[src/rtl/extrema_tracker.sv]
// Running max/min tracker over a valid/ready sample packet, time-sharing one external
// magnitude comparator; results are held in DONE until the downstream handshake.
module extrema_tracker #(
    parameter int W     = 4,
    parameter int CNT_W = 8
) (
    input  logic             clk,
    input  logic             rst_n,
    input  logic             in_valid_i,
    output logic             in_ready_o,
    input  logic [W-1:0]     in_data_i,
    input  logic             in_last_i,
    output logic [W-1:0]     cmp_a_o,
    output logic [W-1:0]     cmp_b_o,
    input  logic             cmp_gt_i,
    input  logic             cmp_eq_i,
    input  logic             cmp_lt_i,
    output logic             out_valid_o,
    input  logic             out_ready_i,
    output logic [W-1:0]     out_max_o,
    output logic [W-1:0]     out_min_o,
    output logic [CNT_W-1:0] out_count_o,
    output logic             out_err_o
);

    typedef enum logic [1:0] {
        S_IDLE    = 2'd0,
        S_CMP_MAX = 2'd1,
        S_CMP_MIN = 2'd2,
        S_DONE    = 2'd3
    } state_e;

    localparam logic [CNT_W-1:0] CNT_SAT = {CNT_W{1'b1}};
    localparam logic [CNT_W-1:0] CNT_ONE = {{(CNT_W-1){1'b0}}, 1'b1};

    // A healthy comparator asserts exactly one of its three result flags.
    function automatic logic flags_onehot(input logic gt, input logic eq, input logic lt);
        case ({gt, eq, lt})
            3'b100, 3'b010, 3'b001: return 1'b1;
            default:                return 1'b0;
        endcase
    endfunction

    state_e           state_q, state_d;
    logic [W-1:0]     max_q, max_d, min_q, min_d, sample_q, sample_d;
    logic [W-1:0]     cmp_a_q, cmp_a_d, cmp_b_q, cmp_b_d;
    logic [CNT_W-1:0] count_q, count_d;
    logic             last_q, last_d, err_q, err_d;
    logic             flags_ok_s;

    assign flags_ok_s = flags_onehot(cmp_gt_i, cmp_eq_i, cmp_lt_i);

    // Next-state logic; comparator operands are registered one state ahead of use.
    always_comb begin
        state_d  = state_q;
        max_d    = max_q;
        min_d    = min_q;
        sample_d = sample_q;
        last_d   = last_q;
        count_d  = count_q;
        err_d    = err_q;
        cmp_a_d  = {W{1'b0}};
        cmp_b_d  = {W{1'b0}};
        case (state_q)
            S_IDLE: begin
                if (in_valid_i) begin
                    if (count_q == {CNT_W{1'b0}}) begin
                        max_d   = in_data_i;
                        min_d   = in_data_i;
                        count_d = CNT_ONE;
                        err_d   = 1'b0;
                        state_d = in_last_i ? S_DONE : S_IDLE;
                    end else begin
                        sample_d = in_data_i;
                        last_d   = in_last_i;
                        cmp_a_d  = in_data_i;
                        cmp_b_d  = max_q;
                        state_d  = S_CMP_MAX;
                    end
                end else begin
                    state_d = S_IDLE;
                end
            end
            S_CMP_MAX: begin
                if (!flags_ok_s) begin
                    err_d = 1'b1;
                end else begin
                    err_d = err_q;
                end
                if (cmp_gt_i) begin
                    max_d = sample_q;
                end else begin
                    max_d = max_q;
                end
                cmp_a_d = sample_q;
                cmp_b_d = min_q;
                state_d = S_CMP_MIN;
            end
            S_CMP_MIN: begin
                if (!flags_ok_s) begin
                    err_d = 1'b1;
                end else begin
                    err_d = err_q;
                end
                if (cmp_lt_i) begin
                    min_d = sample_q;
                end else begin
                    min_d = min_q;
                end
                if (count_q == CNT_SAT) begin
                    count_d = count_q;
                end else begin
                    count_d = count_q + CNT_ONE;
                end
                state_d = last_q ? S_DONE : S_IDLE;
            end
            S_DONE: begin
                if (out_ready_i) begin
                    count_d = {CNT_W{1'b0}};
                    err_d   = 1'b0;
                    state_d = S_IDLE;
                end else begin
                    state_d = S_DONE;
                end
            end
            default: begin
                state_d = S_IDLE;
            end
        endcase
    end

    // State and datapath registers.
    always_ff @(posedge clk or negedge rst_n) begin
        if (!rst_n) begin
            state_q  <= S_IDLE;
            max_q    <= {W{1'b0}};
            min_q    <= {W{1'b0}};
            sample_q <= {W{1'b0}};
            last_q   <= 1'b0;
            count_q  <= {CNT_W{1'b0}};
            err_q    <= 1'b0;
            cmp_a_q  <= {W{1'b0}};
            cmp_b_q  <= {W{1'b0}};
        end else begin
            state_q  <= state_d;
            max_q    <= max_d;
            min_q    <= min_d;
            sample_q <= sample_d;
            last_q   <= last_d;
            count_q  <= count_d;
            err_q    <= err_d;
            cmp_a_q  <= cmp_a_d;
            cmp_b_q  <= cmp_b_d;
        end
    end

    assign in_ready_o  = (state_q == S_IDLE);
    assign out_valid_o = (state_q == S_DONE);
    assign cmp_a_o     = cmp_a_q;
    assign cmp_b_o     = cmp_b_q;
    assign out_max_o   = max_q;
    assign out_min_o   = min_q;
    assign out_count_o = count_q;
    assign out_err_o   = err_q;

endmodule

[config.mk]
export PLATFORM = sky130hd
export DESIGN_NAME = extrema_tracker
export DESIGN_NICKNAME = d
export VERILOG_FILES = /design/src/rtl/extrema_tracker.sv
export SDC_FILE = /design/constraint.sdc
export NUM_CORES = 1
export LEC_CHECK = 0
export BUFFER_PORTS_ARGS = -buffer_cell sky130_fd_sc_hd__buf_2
export CORE_MARGIN = 4
export CORE_UTILIZATION = 55
export DETAILED_ROUTE_END_ITERATION = 8
export PLACE_DENSITY = 0.88
export SKIP_LAST_GASP = 1
export SYNTH_ARGS = -nofsm -noshare
export SYNTH_HDL_FRONTEND = slang
export SYNTH_SLANG_ARGS = --single-unit
[constraint.sdc]
create_clock -name clk -period 5.9 [get_ports clk]
set_clock_uncertainty 0.05 [all_clocks]
set_input_delay 1.77 -clock clk [delete_from_list [all_inputs] [get_ports clk]]
set_output_delay 1.77 -clock clk [all_outputs]
set_load 0.005 [all_outputs]
Word level (Yosys, flattened, before mapping). Cells that the tools add are included.

Add/sub/neg operators: 1. $mul: 0. Divide/modulo/power cells: 0. Magnitude comparators: 0. Eq/ne operators: 14. Shift-type cells: 0. Mux-type cells: 29. Bitwise operators: 1. Reductions and logical operators: 12.

Operator list (count): $mux 4 (8); $mux 8 (4); $pmux 4 s2 (4); $pmux 8 s3 (1); $reduce_and 4->1 (3); $mux 2 (5); $ne 2x2->1 const B (5); $add 8x1->8 const B (1); $eq 8x8->1 const B (1); $logic_not 8->1 (1); $pmux 2 s4 (1); $mux 1 (5); $reduce_and 5->1 (1); $eq 2x2->1 const B (2); $ne 2x1->1 const B (2); $reduce_bool 2->1 (2); $eq 3x1->1 const B (1); $eq 3x2->1 const B (1); $eq 3x3->1 const B (1); $pmux 1 s3 (1); $reduce_and 3->1 (1); $reduce_bool 3->1 (1); $reduce_or 3->1 (1); $eq 2x1->1 const B (1); other kinds (3) (3).

Bits in registers: 32. Latch bits: 0. Memory bits (writable): 0. Bits in read-only memories: 0. Bits of input ports: 12. Output and inout bits: 27. Logic and storage cells: 66. Memories: 0.

Longest topological paths before layout. Gate-level depths: netlist of the first run.

Depth after elaboration: 5. Mapped depth: 7. Depth with buffers taken out: 6.

Least setup slack after synthesis of the first run. No wires, ideal clock.

Kind: input-to-reg. Start point: in out_ready_i. End point: reg count_q[3] (netlist: out_count_o[3]). Library setup time: 0.104 ns. Arrival time: 2.760 ns. Required time: 5.746 ns. Setup slack: 2.986 ns. Stages: 5. Path buffers: 1. Cell sequence: nor2b_1 a311o_1 or2_0 buf_6 o311ai_1.

Cells in the longest elaborated chain, start to end: 2.

Ends and longest elaborated chain: start: declaration (RTL line 19) `input logic out_ready_i,`; $ne 2x1->1 (no source line); $reduce_and 5->1 (no source line); end signal: assignment (RTL line 140) `count_q <= {CNT_W{1'b0}};`; end signal: assignment (RTL line 150) `count_q <= count_d;`; end: declaration (RTL line 47) `logic [CNT_W-1:0] count_q, count_d;`.

No other way between the ends. A chain may end at the register's enable or synchronous reset.

Final worst setup path of the first run.
Start point: reg state_q[1]. End point: out in_ready_o.

Cells in the longest elaborated chain, start to end: 1.

Ends and longest elaborated chain: start: declaration (RTL line 44) `state_e state_q, state_d;`; start signal: assignment (RTL line 145) `state_q <= state_d;`; $logic_not 2->1 (RTL line 157) `assign in_ready_o = (state_q == S_IDLE);`; end: declaration (RTL line 10) `output logic in_ready_o,`.

No other way between the ends.

==> results.toml, run 1 <==
[finish]
final_cell_mix = "38 x buf_2, 32 x dfrtp_1, 22 x mux2_2"
area_growth_pct = 14.8
drive_above_1_share_pct = 40.3
fin_cells = 212
antenna_cells = 0
final_net_count = 200
layout_commonest_cell = "buf_2"

[drt]
vias = 1266
drc_errors = 0
drt-initial-drc-count = 54
firstDrtPassIters = 4
antenna_left = 0
routed_wirelength_um = 3510
routed_via_density = 5.97
detail_route.wl_per_cell_um = 16.6

[place]
dp_cells = 205
gp_congestion = 0.801
io_buffers = 38
place_ws_ns = 2.68
hpwl_um = 2580

[sta]
finalHoldViolCount = 0
hold_slack_ns = 0.468
max_slew.worst_pin.slew_ns = 0.752
setup_violations = 0
maxSlewHeadroom_pct = 49.8
period_needed_ns = 3.18
period_share_pct = 53.9
slew_viol_final = 0
rsz0062_at_grt = "false"
max_freq_mhz = 315
layout_setup_ws_ns = 2.72
finalSetupTns_ns = 0

[worst_setup_path]
reg2reg_depth = 6
crit_family = "flip-flops"
cp-startpoint = "state_q[1]$_DFF_PN0_"
crit_chain = "inv_1, ha_1, buf_2"
cp_max_fo = 7
critical_path_depth = 3
required_ns = 4.08
r2r-start = "state_q[0]$_DFF_PN0_"
max_stage_delay_ns = 0.41
worstSetupEndpointType = "output port"
path_class = "reg2out"
crit_path_start_kind = "flop"
crit_path_end = "in_ready_o"
slowest_stage = "dfrtp_1"
critPathBufInv = 2
r2r_slack_ns = 3.21
worstPathArrival_ns = 1.36
r2r_end = "out_count_o[6]$_DFFE_PN0P_"

[synthesis]
synth_cell_types = 39
synth-async-reset-ratio_pct = 100
synth_area_leaders = "dfrtp_1 48%, mux2_2 15%, ha_1 5.3%, a22o_1 4.7%, o21ai_0 3.0%"
synth_enable_flop_cells = 0
syn_nets = 161
ys.flop_type = "dfrtp_1"
ys_seq_elements = 32
synth_area_per_cell_um2 = 11.7
ys_seq_area_share_pct = 48.2
synthesis.area_um2 = 1660
syn_inst = 142
yosysWarningCount = 0
synth_top_area_share_pct = 48.2
synth_area_leader_cell = "dfrtp_1"

[die]
fp-row-count = 19
initial_core_util_pct = 58.8
coreArea_um2 = 2830
die_width_um = 63.0
dieArea_um2 = 3970
die_y_um = 63.0
ioPinCount = 39

[cts]
cts_root_buf = "clkbuf_4"
cts_hold_buf = 0
post_cts_resized = 0
postCtsSetupBuffers = 0
h-tree-depth = 2
clkTransAtPathRegs_ns = 0.09
clkSinkCount = 32
clock_path_buffers = 2
clk_latency_ns = 0.33
cts_buffers = 5
cts_tree = "built"

[power_and_ir_drop]
seqPwrFrac_pct = 40.6
p_comb_share_pct = 46.7
power_mw = 0.902
pwr-share-clk_pct = 12.8
switchingPower_mw = 0.340
intPower_mw = 0.561
vdd_drop_max_mv = 0.295
p_leak_nw = 0.894
power.density_nw_per_um2 = 472
p_sw_share_pct = 37.7

[global_route]
first_global_vias = 1297
grtUsageTotal_pct = 19.2
grt_max_degree = 33
grt_pass1_wl_um = 6010
overflow = 0
antenna_found_initial = 0

[job]
maxCapViolations = 0

[min_path]
hold_class = "reg2reg"

[status]
status = "finished, final reports clean"
## cells in the mapped netlist (2+ instances only)
cell / instances
a22o_1: 9
a311o_1: 2
buf_2: 2
clkbuf_1: 4
dfrtp_1: 32
ha_1: 7
inv_1: 5
mux2_2: 22
mux2i_1: 2
nand2_1: 8
nand3_1: 4
nand3b_1: 2
nor2_1: 5
nor2b_1: 2
o21ai_0: 10
o221ai_1: 2
o31ai_1: 2
## worst register-to-register path, stage by stage (launching register included)
cell      delay, ns
dfrtp_1        0.43
inv_1          0.11
ha_1           0.65
and4_1         0.33
a311o_1        0.35
or2_0          0.43
o221ai_1       0.20
## metrics by stage
step / util, % / area (um2)
final: 67.5 / 1910
after global routing: 67.5 / 1910
after CTS: 67.5 / 1910
after detailed placement: 65.9 / 1860
after global placement: 65.9 / 1860
after floorplan: - / 1660
## kinds of logic (layout without fill, tap and decap cells)
family,Yosys count,count (layout),share of synthesized area [%]
simple gates,32,32,10.9
fa+ha+maj,7,7,5.27
flops,32,32,48.2
compound gates,34,34,15.7
buf+inv,12,51,3.31
xor+xnor,1,1,0.527
mux,24,24,16.1
## how the worst min path moves through the flow
| stage | endpoint | cells past startpoint | slack [ns] | from |
|---|---|---|---|---|
| 2_1_floorplan | last_q$_DFFE_PN0P_ | 1 | 0.42 | last_q$_DFFE_PN0P_ |
| 3_3_place_gp | last_q$_DFFE_PN0P_ | 1 | 0.44 | last_q$_DFFE_PN0P_ |
| 3_5_place_dp | cmp_b_o[2]$_DFF_PN0_ | 1 | 0.45 | out_max_o[2]$_DFFE_PN0P_ |
| 4_1_cts | cmp_b_o[2]$_DFF_PN0_ | 1 | 0.47 | out_max_o[2]$_DFFE_PN0P_ |
| 5_1_grt | cmp_b_o[2]$_DFF_PN0_ | 1 | 0.49 | out_max_o[2]$_DFFE_PN0P_ |
| 6_report | cmp_b_o[2]$_DFF_PN0_ | 1 | 0.47 | out_max_o[2]$_DFFE_PN0P_ |
## registers in the layout (all words and copies together) (netlist names)
name         flops
cmp_a_o          4
cmp_b_o          4
last_q           1
out_count_o      8
out_err_o        1
out_max_o        4
out_min_o        4
sample_q         4
state_q          2
## routing by layer
metal	part of all wire, %	global-route usage (%)	wire length, um
met5	0	0	0
met1	42	23.0	1470
met4	0.97	6.89	34
met2	50	31.8	1770
met3	6.9	6.65	242
## power groups by stage
stage	sequential [mW]	combinational, mW	clock, mW
2_1_floorplan	0.368	0.290	0
3_3_place_gp	0.364	0.402	0
3_5_place_dp	0.372	0.421	0
4_1_cts	0.366	0.424	0.118
5_1_grt	0.381	0.463	0.129
6_report	0.366	0.421	0.115
## cell type report
| type | instances | area, um2 |
|---|---|---|
| flip-flops and latches | 32 | 801 |
| multi-input cells | 98 | 807 |
| inverters | 5 | 18.8 |
| well taps | 31 | 38.8 |
| clock buffers | 6 | 41.3 |
| clock inverters | 1 | 5.00 |
| fillers | 221 | 920 |
| repair buffers | 39 | 198 |
Power figures use the tool's default switching activity.
==> inputs of run 2 (changes only) <==
- CORE_UTILIZATION: 55 -> 48
- PLACE_DENSITY: 0.88 -> 0.82
- clock period: 5.9 -> 2.62 ns (I/O delays scaled with it)
==> run 2 against run 1 <==
Register-to-register slack worse by 2.9 ns. Clock power rose to 3.2 times the previous value. Sequential share of layout area down 1.4 points. Clock-buffer cell count down 1. Non-clock buffer count up 2. Critical path depth up 1. First-iteration DRC count up 17%. Routed wire length up 1.8%. Hold slack worse by 0.028 ns. Die area up 13%. Cell area up 3.5%.
==> results.toml, run 2 (synthesis results as in run 1) <==
[status]
status = "finished, final reports clean"

[drt]
wl_met2_um = 1750
drt-initial-drc-count = 63
detail_route.wl_per_cell_um = 15.5
antenna_left = 0
routed_wirelength_um = 3580
met1_length_um = 1580
top_layer = "met4"
wl_met3_um = 204
routed_via_density = 5.69
vias = 1309
firstDrtPassIters = 5
drc_errors = 0

[worst_setup_path]
r2r_slack_ns = 0.32
worstPathArrival_ns = 2.46
slowest_stage = "dfrtp_1"
crit_path_start_kind = "flop"
crit_chain = "nor4_2, a41oi_2, nor2_1, mux2_2"
reg2reg_depth = 4
r2r-start = "out_count_o[4]$_DFFE_PN0P_"
max_stage_delay_ns = 0.48
crit_family = "simple AND/OR/NAND/NOR gates"
critPathBufInv = 0
path_class = "reg2reg"
required_ns = 2.79
worstSetupEndpointType = "flop"
r2r_end = "out_min_o[2]$_DFFE_PN0P_"
cp_max_fo = 13

[global_route]
grt_max_degree = 33
first_global_vias = 1253
grtUsageTotal_pct = 17.4
grt_pass1_wl_um = 5840
antenna_found_initial = 0
overflow = 0

[finish]
antenna_cells = 0
final_cell_mix = "38 x buf_2, 32 x dfrtp_1, 22 x mux2_2"
seq_area_um2 = 801
largest_reg_flops = 8
final_net_count = 202
drive_above_1_share_pct = 41.8
layout_commonest_cell = "buf_2"
multi_input_area_um2 = 807
area_growth_pct = 18.9
fillers = 267

[cts]
clkTransAtPathRegs_ns = 0.10
postCtsSetupBuffers = 0
clock_path_buffers = 2
cts_tree = "built"
clkSinkCount = 32
cts_root_buf = "clkbuf_4"
h-tree-depth = 2
cts_buffers = 5
post_cts_resized = 0
clk_latency_ns = 0.33
cts_hold_buf = 0

[sta]
maxSlewHeadroom_pct = 53.8
period_share_pct = 87.6
max_slew.worst_pin.slew_ns = 0.693
slew_viol_final = 0
finalHoldViolCount = 0
rsz0062_at_grt = "false"
setup_violations = 0
finalSetupTns_ns = 0
max_freq_mhz = 436
period_needed_ns = 2.30

[die]
fp-row-count = 21
die_y_um = 66.9
coreArea_um2 = 3340
ioPinCount = 39
dieArea_um2 = 4470
die_width_um = 66.9
initial_core_util_pct = 49.8

[power_and_ir_drop]
vdd_drop_max_mv = 0.513
p_sw_share_pct = 36.2
switchingPower_mw = 0.779
pwr-share-clk_pct = 17.2
power.density_nw_per_um2 = 1090
power_mw = 2.15
p_comb_share_pct = 44.5
seqPwrFrac_pct = 38.3
intPower_mw = 1.38
p_leak_nw = 0.918

[place]
io_buffers = 38
hpwl_um = 2590
gp_congestion = 0.832

[min_path]
hold_class = "in2async"

[job]
maxCapViolations = 0
run 2: cell count changes in the layout (fill, tap and decap cells not counted):
cell / previous run / this run
bufinv_16: 0 / 1
buf_4: 1 / 3
clkbuf_1: 1 / 0
clkinvlp_4: 0 / 1
run 2: power by group through the flow:
stage                     Clock [mW]  Sequential, mW  Combinational, mW
after floorplan                    0           0.828              0.653
after global placement             0           0.821              0.919
after detailed placement           0           0.835              0.957
after CTS                      0.380           0.823              0.963
after global routing           0.404           0.851               1.05
final                          0.370           0.826              0.959
run 2: worst register-to-register path: stages, from the launching register on:
cell	delay [ns]
dfrtp_1	0.48
nor4_2	0.44
a41oi_2	0.35
nor2_1	0.47
mux2_2	0.39
run 2: how the worst max path moves through the flow:
stage	from	end	slack, ns	cells past startpoint
6_report	out_count_o[4]$_DFFE_PN0P_	out_min_o[2]$_DFFE_PN0P_	0.32	4
5_1_grt	out_count_o[4]$_DFFE_PN0P_	out_min_o[0]$_DFFE_PN0P_	0.21	4
4_1_cts	out_count_o[2]$_DFFE_PN0P_	out_min_o[2]$_DFFE_PN0P_	0.34	4
3_5_place_dp	out_count_o[4]$_DFFE_PN0P_	out_min_o[0]$_DFFE_PN0P_	0.37	4
3_3_place_gp	out_count_o[2]$_DFFE_PN0P_	out_min_o[3]$_DFFE_PN0P_	0.42	4
2_1_floorplan	out_count_o[0]$_DFFE_PN0P_	out_count_o[3]$_DFFE_PN0P_	0.68	6
run 2: final cells by class:
class,instances,share of cell area [%]
flip-flops and latches,32,40.5
well taps,46,2.91
inverters,5,0.949
repair buffers,41,10.8
multi-input cells,98,40.8
clock inverters,3,2.15
clock buffers,5,1.90
run 2: stage by stage:
stage	utilization, %	instances	setup WS [ns]	hold slack, ns	cell area (um2)
6_report	59.2	230	0.324	0.440	1980
2_1_floorplan	-	142	0.680	0.423	1660
3_5_place_dp	56.8	222	0.366	0.434	1900
3_3_place_gp	56.8	222	0.416	0.429	1900
5_1_grt	59.2	230	0.211	0.476	1980
4_1_cts	59.2	230	0.344	0.459	1980
run 2: metal layers:
metal | up-vias | track usage, %
met5 | - | 0
met4 | 0 | 5.32
met3 | 7 | 4.89
met2 | 48 | 28.3
met1 | 644 | 22.2
li1 | 610 | -
